<file path="src/rtl/out_pkg.sv">
// Shared sizing, state encoding and counter types for the out_ctrl block drain path.
package out_pkg;
  localparam int W     = 32;
  localparam int N     = 64;
  localparam int BANKS = 4;
  localparam int AW    = 8;
  localparam int NW    = $clog2(N);
  localparam int BW    = $clog2(BANKS);

  typedef enum logic {IDLE, DRAIN} out_state_t;
  typedef logic [NW:0]   idx_t;
  typedef logic [BW-1:0] bank_t;
endpackage

</file>
<file path="src/rtl/out_skid.sv">
// Two-entry skid FIFO between the dst_buff read return and the output stream.
module out_skid #(
  parameter int DW = 32
) (
  input  logic          clk,
  input  logic          rst,
  input  logic          i_push,
  input  logic [DW-1:0] i_push_data,
  input  logic          i_pop,
  output logic [1:0]    o_count,
  output logic [DW-1:0] o_head
);
  logic [DW-1:0] r_mem [2];
  logic          r_rd_ptr;
  logic          r_wr_ptr;
  logic [1:0]    r_count;

  always_ff @(posedge clk) begin
    if (rst) begin
      r_rd_ptr <= 1'b0;
      r_wr_ptr <= 1'b0;
      r_count  <= 2'd0;
    end else begin
      if (i_push) r_wr_ptr <= ~r_wr_ptr;
      if (i_pop)  r_rd_ptr <= ~r_rd_ptr;
      case ({i_push, i_pop})
        2'b10:   r_count <= r_count + 2'd1;
        2'b01:   r_count <= r_count - 2'd1;
        default: r_count <= r_count;
      endcase
    end
  end

  always_ff @(posedge clk) begin
    if (i_push) r_mem[r_wr_ptr] <= i_push_data;
  end

  assign o_count = r_count;
  assign o_head  = r_mem[r_rd_ptr];
endmodule

</file>
<file path="src/rtl/out_ctrl.sv">
// Drains one N-word block from dst_buff onto a valid/ready stream per k_fin pulse.
// Optional OUT_LAST_EN adds blk_last/m_last job framing and a bank restart after the last block.
module out_ctrl
  import out_pkg::*;
(
  input  logic          clk,
  input  logic          rst,
  input  logic          k_fin,
`ifdef OUT_LAST_EN
  input  logic          blk_last,
`endif
  output logic          dst_rd_en,
  output logic [AW-1:0] dst_rd_addr,
  input  logic [W-1:0]  dst_rd_data,
  output logic          m_valid,
  input  logic          m_ready,
  output logic [W-1:0]  m_data,
`ifdef OUT_LAST_EN
  output logic          m_last,
`endif
  output logic          out_busy,
  output logic          out_fin
);
`ifdef OUT_LAST_EN
  localparam int SW = W + 1;
`else
  localparam int SW = W;
`endif

  out_state_t    r_state;
  out_state_t    w_state_nxt;
  idx_t          r_idx;
  idx_t          r_beat;
  bank_t         r_bank;
  bank_t         w_bank_nxt;
  logic          r_inflight;
  logic          r_fin;
  logic          w_start;
  logic          w_active;
  logic          w_pop;
  logic          w_room;
  logic          w_acc_last;
  logic [2:0]    w_occ;
  logic [1:0]    w_count;
  logic [SW-1:0] w_push_data;
  logic [SW-1:0] w_head;

  assign w_start  = (r_state == IDLE) && k_fin;
  // The k_fin cycle already issues the first read so beat 0 appears two cycles later.
  assign w_active = (r_state == DRAIN) || w_start;
  assign w_pop    = m_valid && m_ready;
  assign w_occ    = {1'b0, w_count} + {2'b00, r_inflight};
  // A same-cycle pop frees a slot, which is what sustains one beat per cycle.
  assign w_room   = w_occ < (3'd2 + {2'b00, w_pop});

  assign dst_rd_en   = w_active && (r_idx < idx_t'(N)) && w_room;
  assign dst_rd_addr = {r_bank, r_idx[NW-1:0]};
  assign w_acc_last  = w_pop && (r_beat == idx_t'(N - 1));
  assign out_busy    = (r_state != IDLE) || k_fin;
  assign out_fin     = r_fin;
  assign m_valid     = (w_count != 2'd0);
  assign m_data      = m_valid ? w_head[W-1:0] : '0;

`ifdef OUT_LAST_EN
  logic r_last_blk;
  logic r_inflight_last;

  always_ff @(posedge clk) begin
    if (rst) begin
      r_last_blk      <= 1'b0;
      r_inflight_last <= 1'b0;
    end else begin
      if (w_start) r_last_blk <= blk_last;
      r_inflight_last <= dst_rd_en && r_last_blk && (r_idx == idx_t'(N - 1));
    end
  end

  assign w_push_data = {r_inflight_last, dst_rd_data};
  assign m_last      = m_valid && w_head[W];
  assign w_bank_nxt  = r_last_blk ? '0 : bank_t'(r_bank + 1'b1);
`else
  assign w_push_data = dst_rd_data;
  assign w_bank_nxt  = bank_t'(r_bank + 1'b1);
`endif

  always_comb begin
    w_state_nxt = r_state;
    case (r_state)
      IDLE:    if (k_fin)      w_state_nxt = DRAIN;
      DRAIN:   if (w_acc_last) w_state_nxt = IDLE;
      default: w_state_nxt = IDLE;
    endcase
  end

  always_ff @(posedge clk) begin
    if (rst) begin
      r_state    <= IDLE;
      r_idx      <= '0;
      r_beat     <= '0;
      r_bank     <= '0;
      r_inflight <= 1'b0;
      r_fin      <= 1'b0;
    end else begin
      r_state    <= w_state_nxt;
      r_inflight <= dst_rd_en;
      r_fin      <= w_acc_last;
      if (w_acc_last) begin
        r_idx  <= '0;
        r_beat <= '0;
        r_bank <= w_bank_nxt;
      end else begin
        if (dst_rd_en) r_idx  <= idx_t'(r_idx + 1'b1);
        if (w_pop)     r_beat <= idx_t'(r_beat + 1'b1);
      end
    end
  end

  out_skid #(.DW(SW)) u_skid (
    .clk         (clk),
    .rst         (rst),
    .i_push      (r_inflight),
    .i_push_data (w_push_data),
    .i_pop       (w_pop),
    .o_count     (w_count),
    .o_head      (w_head)
  );

  a_kfin_drain: assert property (@(posedge clk) disable iff (rst) !((r_state == DRAIN) && k_fin))
    else $warning("out_ctrl: k_fin while draining was ignored");
endmodule

</file>
<file path="config.mk">
export PLATFORM = sky130hd
export DESIGN_NAME = out_ctrl
export DESIGN_NICKNAME = d
export VERILOG_FILES = /design/src/rtl/out_pkg.sv /design/src/rtl/out_skid.sv /design/src/rtl/out_ctrl.sv
export SDC_FILE = /design/constraint.sdc
export NUM_CORES = 1
export LEC_CHECK = 0
export ABC_CLOCK_PERIOD_IN_PS = 3000
export CORE_UTILIZATION = 30
export DETAILED_ROUTE_END_ITERATION = 16
export PLACE_DENSITY_LB_ADDON = 0.1
export SLEW_MARGIN = 30
export SYNTH_ARGS = -nofsm -noshare
export SYNTH_HDL_FRONTEND = slang
export SYNTH_SLANG_ARGS = --single-unit
</file>
<file path="constraint.sdc">
create_clock -name clk -period 3 [get_ports clk]
set_input_delay 0.45 -clock clk [delete_from_list [all_inputs] [get_ports clk]]
set_output_delay 0.45 -clock clk [all_outputs]
set_load 0.03 [all_outputs]
</file>
==> run_results.csv <==
group,metric,value,unit
outcome,outcome,"complete, no violations",
min_path,min_path_type,"reg -> reg",
synth,syn_area_per_cell,13.54,sq um
layout,syn_to_final_growth,35.91,%
die,boundaryPins,80,
clocking,cts_buffers,9,
synth,yosysWarnings,0,
timing,fmax,366.7,MHz
die,core_area,0.01137,sq mm
synth,synth_edf_count,64,
die,initial_utilization,30.74,%
timing,hold_viol_final,0,
timing,setup-violations-final,0,
synth,synth-seq-cells,88,
placement,post-dp-hpwl,4267,um
placement,pre_cts_ws,0.4681,ns
synth,synthTopCellsByArea,"edfxtp_1 (55%), dfxtp_1 (14%), mux2i_1 (9.2%)",
global_route,use_met2,19.20,%
layout,antenna_cells,0,
global_route,use_met1,15.03,%
synth,yosys.area_share.adder,1.790,%
global_route,grt_max_degree,33,
synth,synth_compound_area_share,4.010,%
synth,synthSimpleGateAreaFrac,10.35,%
layout,nets,378,
timing,period_minus_slack,2.727,ns
synth,synth_cells,258,
timing,final.period_utilization,90.90,%
die,die_y,109.9,um
synth,synth.distinct_cells,37,
critical_path,cp_max_fo,5,
synth,synthXorXnorAreaFrac,2.506,%
routing,vias,2173,
synth,yosysTopAreaCellShare,54.99,%
flow_run,maxCapViolations,0,
synth,synthArstFlopShare,0,%
pwr,powerDensity,886.0,mW/mm^2
clocking,clk_transition_reported_paths,0.06,ns
layout,nFillCells,1109,
die,die_area,0.01208,sq mm
global_route,first_global_vias,2121,
clocking,cts_sinks,88,
synth,synth_most_common_cell,"edfxtp_1",
critical_path,end_kind,"output port",
die,fp.dieW,109.9,um
pwr,power,4.208,mW
timing,setup_ws,0.2730,ns
global_route,grtUsageMet3,2.786,%
placement,place_area,0.004451,sq mm
routing,vias_per_cell,4.480,
timing,fin_worst_skew,0.007021,ns
timing,setup_tns,0,ns
synth,muxShareOfSynthArea,9.166,%
synth,synth_ff_type,"edfxtp_1",
placement,io_buffers,79,
layout,final_area,0.004750,sq mm
synth,yosys-top-cells-count,"edfxtp_1 (64), nor2_1 (50), mux2i_1 (32)",
synth,synth_top_family_by_area,"simple AND/OR/NAND/NOR gates",
timing,rsz0062_at_grt,"false",
routing,ant_nets,0,
clocking,cts-resized-gates,0,
global_route,antenna_found_initial,0,
critical_path,cp-start-kind,"register",
clocking,cts_tree,"built",
clocking,clock_path_buffers,2,
clocking,clk_root_buffer_cell,"clkbuf_16",
timing,drv_slew,0,
global_route,gr-total-overflow,0,
routing,first_pass_iters,4,
critical_path,critical_path_class,"reg -> out",
layout,drive_gt1_share,9.064,%
global_route,grt_use_total,12.07,%
timing,worstMarginPinSlew,0.8750,ns
critical_path,required,2.55,ns
layout,multiInputGateArea,988.4,sq um
clocking,holdBufCountCts,0,
timing,whs,0.4467,ns
global_route,busiest_layer,"met2",
routing,wl_per_cell,14.01,um
die,rows,39,
clocking,h-tree-depth,3,
pwr,vdd_drop_max,0.0004196,V
placement,gp_congestion,0.7244,
routing,drc,0,
synth,yosysSeqAreaShare,68.74,%
clocking,insertion_delay,0.33,ns
global_route,grt_pass1_wl,10680,um
synth,synth.net_count,299,
critical_path,arrival,2.28,ns
pwr,leakage,1.576,nW
routing,first_iter_violations,71,
synth,synth_top_cell_by_area,"edfxtp_1",
timing,maxSlewHeadroom,41.67,%
synth,synth_area,0.003495,sq mm
layout,seq_area,0.002404,sq mm
routing,drt-total-wl,6796,um
clocking,postCtsSetupBuffers,0,
-- worst max-delay path: stages, from the launching register on --
cell             delay [ns]
dfxtp_1                0.39
ha_1                   0.22
ha_1                   0.20
or3_1                  0.36
nor2_1                 0.10
clkdlybuf4s50_1        0.68
-- cells in the final DEF, fill, tap and decap left out, types with 6 or more instances in the layout --
master	synthesis	routed
nor2_1	50	48
edfxtp_1	64	64
dfxtp_1	24	23
clkbuf_16	0	9
xnor2_1	7	7
mux2i_1	32	32
clkdlybuf4s50_1	0	79
nand2_1	6	6
a21oi_1	8	8
-- layer usage --
layer | vias up | wire length [um]
met5 | - | 0
met4 | 0 | 146
met3 | 11 | 337
met2 | 55 | 3154
met1 | 1026 | 3157
li1 | 1081 | -
-- area by class of cell --
| cell class | instances | share of cell area (%) |
|---|---|---|
| multi-input combinational | 148 | 20.81 |
| sequential | 88 | 50.61 |
| clock inverter | 5 | 1.185 |
| clock buffer | 11 | 5.111 |
| tap | 143 | 3.767 |
| timing repair buffer | 85 | 18.12 |
| inverter | 5 | 0.3952 |
-- flip-flops by register name (all words and copies together) (netlist names), named ones only --
register / cells
r_beat: 7
r_idx: 7
u_skid.r_mem: 64
u_skid.r_wr_ptr: 1
r_bank: 2
r_inflight: 1
out_fin: 1
u_skid.r_rd_ptr: 1
r_state: 1
u_skid.o_count: 2
-- worst paths after layout --
path / endpoint / startpoint / cells after the start / slack (ns)
min reg2reg: r_state / r_state / 1 / 0.45
max: dst_rd_en / u_skid.o_count[0] / 5 / 0.27
min: r_state / r_state / 1 / 0.45
max reg2reg: r_idx[3] / u_skid.o_count[0] / 6 / 0.98
-- logic make-up (layout without fill, tap and decap cells) --
kind of cell,count (synthesis),in the layout
flops,88,88
simple gates,79,79
mux,32,32
compound gates,22,22
buf+inv,22,106
xor+xnor,10,10
fa+ha+maj,5,5
-- per-stage QoR --
step	cells	util (%)
after global routing	485	41.77
final	485	41.77
after detailed placement	469	39.14
after global placement	469	39.14
after floorplan	258	-
after CTS	485	41.77
-- report_power, final --
group          switching (mW)  internal, mW
Sequential             0.0723          1.49
Combinational           0.908         0.636
Clock                   0.440         0.666
Total                    1.42          2.79
Note: power is estimated with default switching activity, not from simulation.
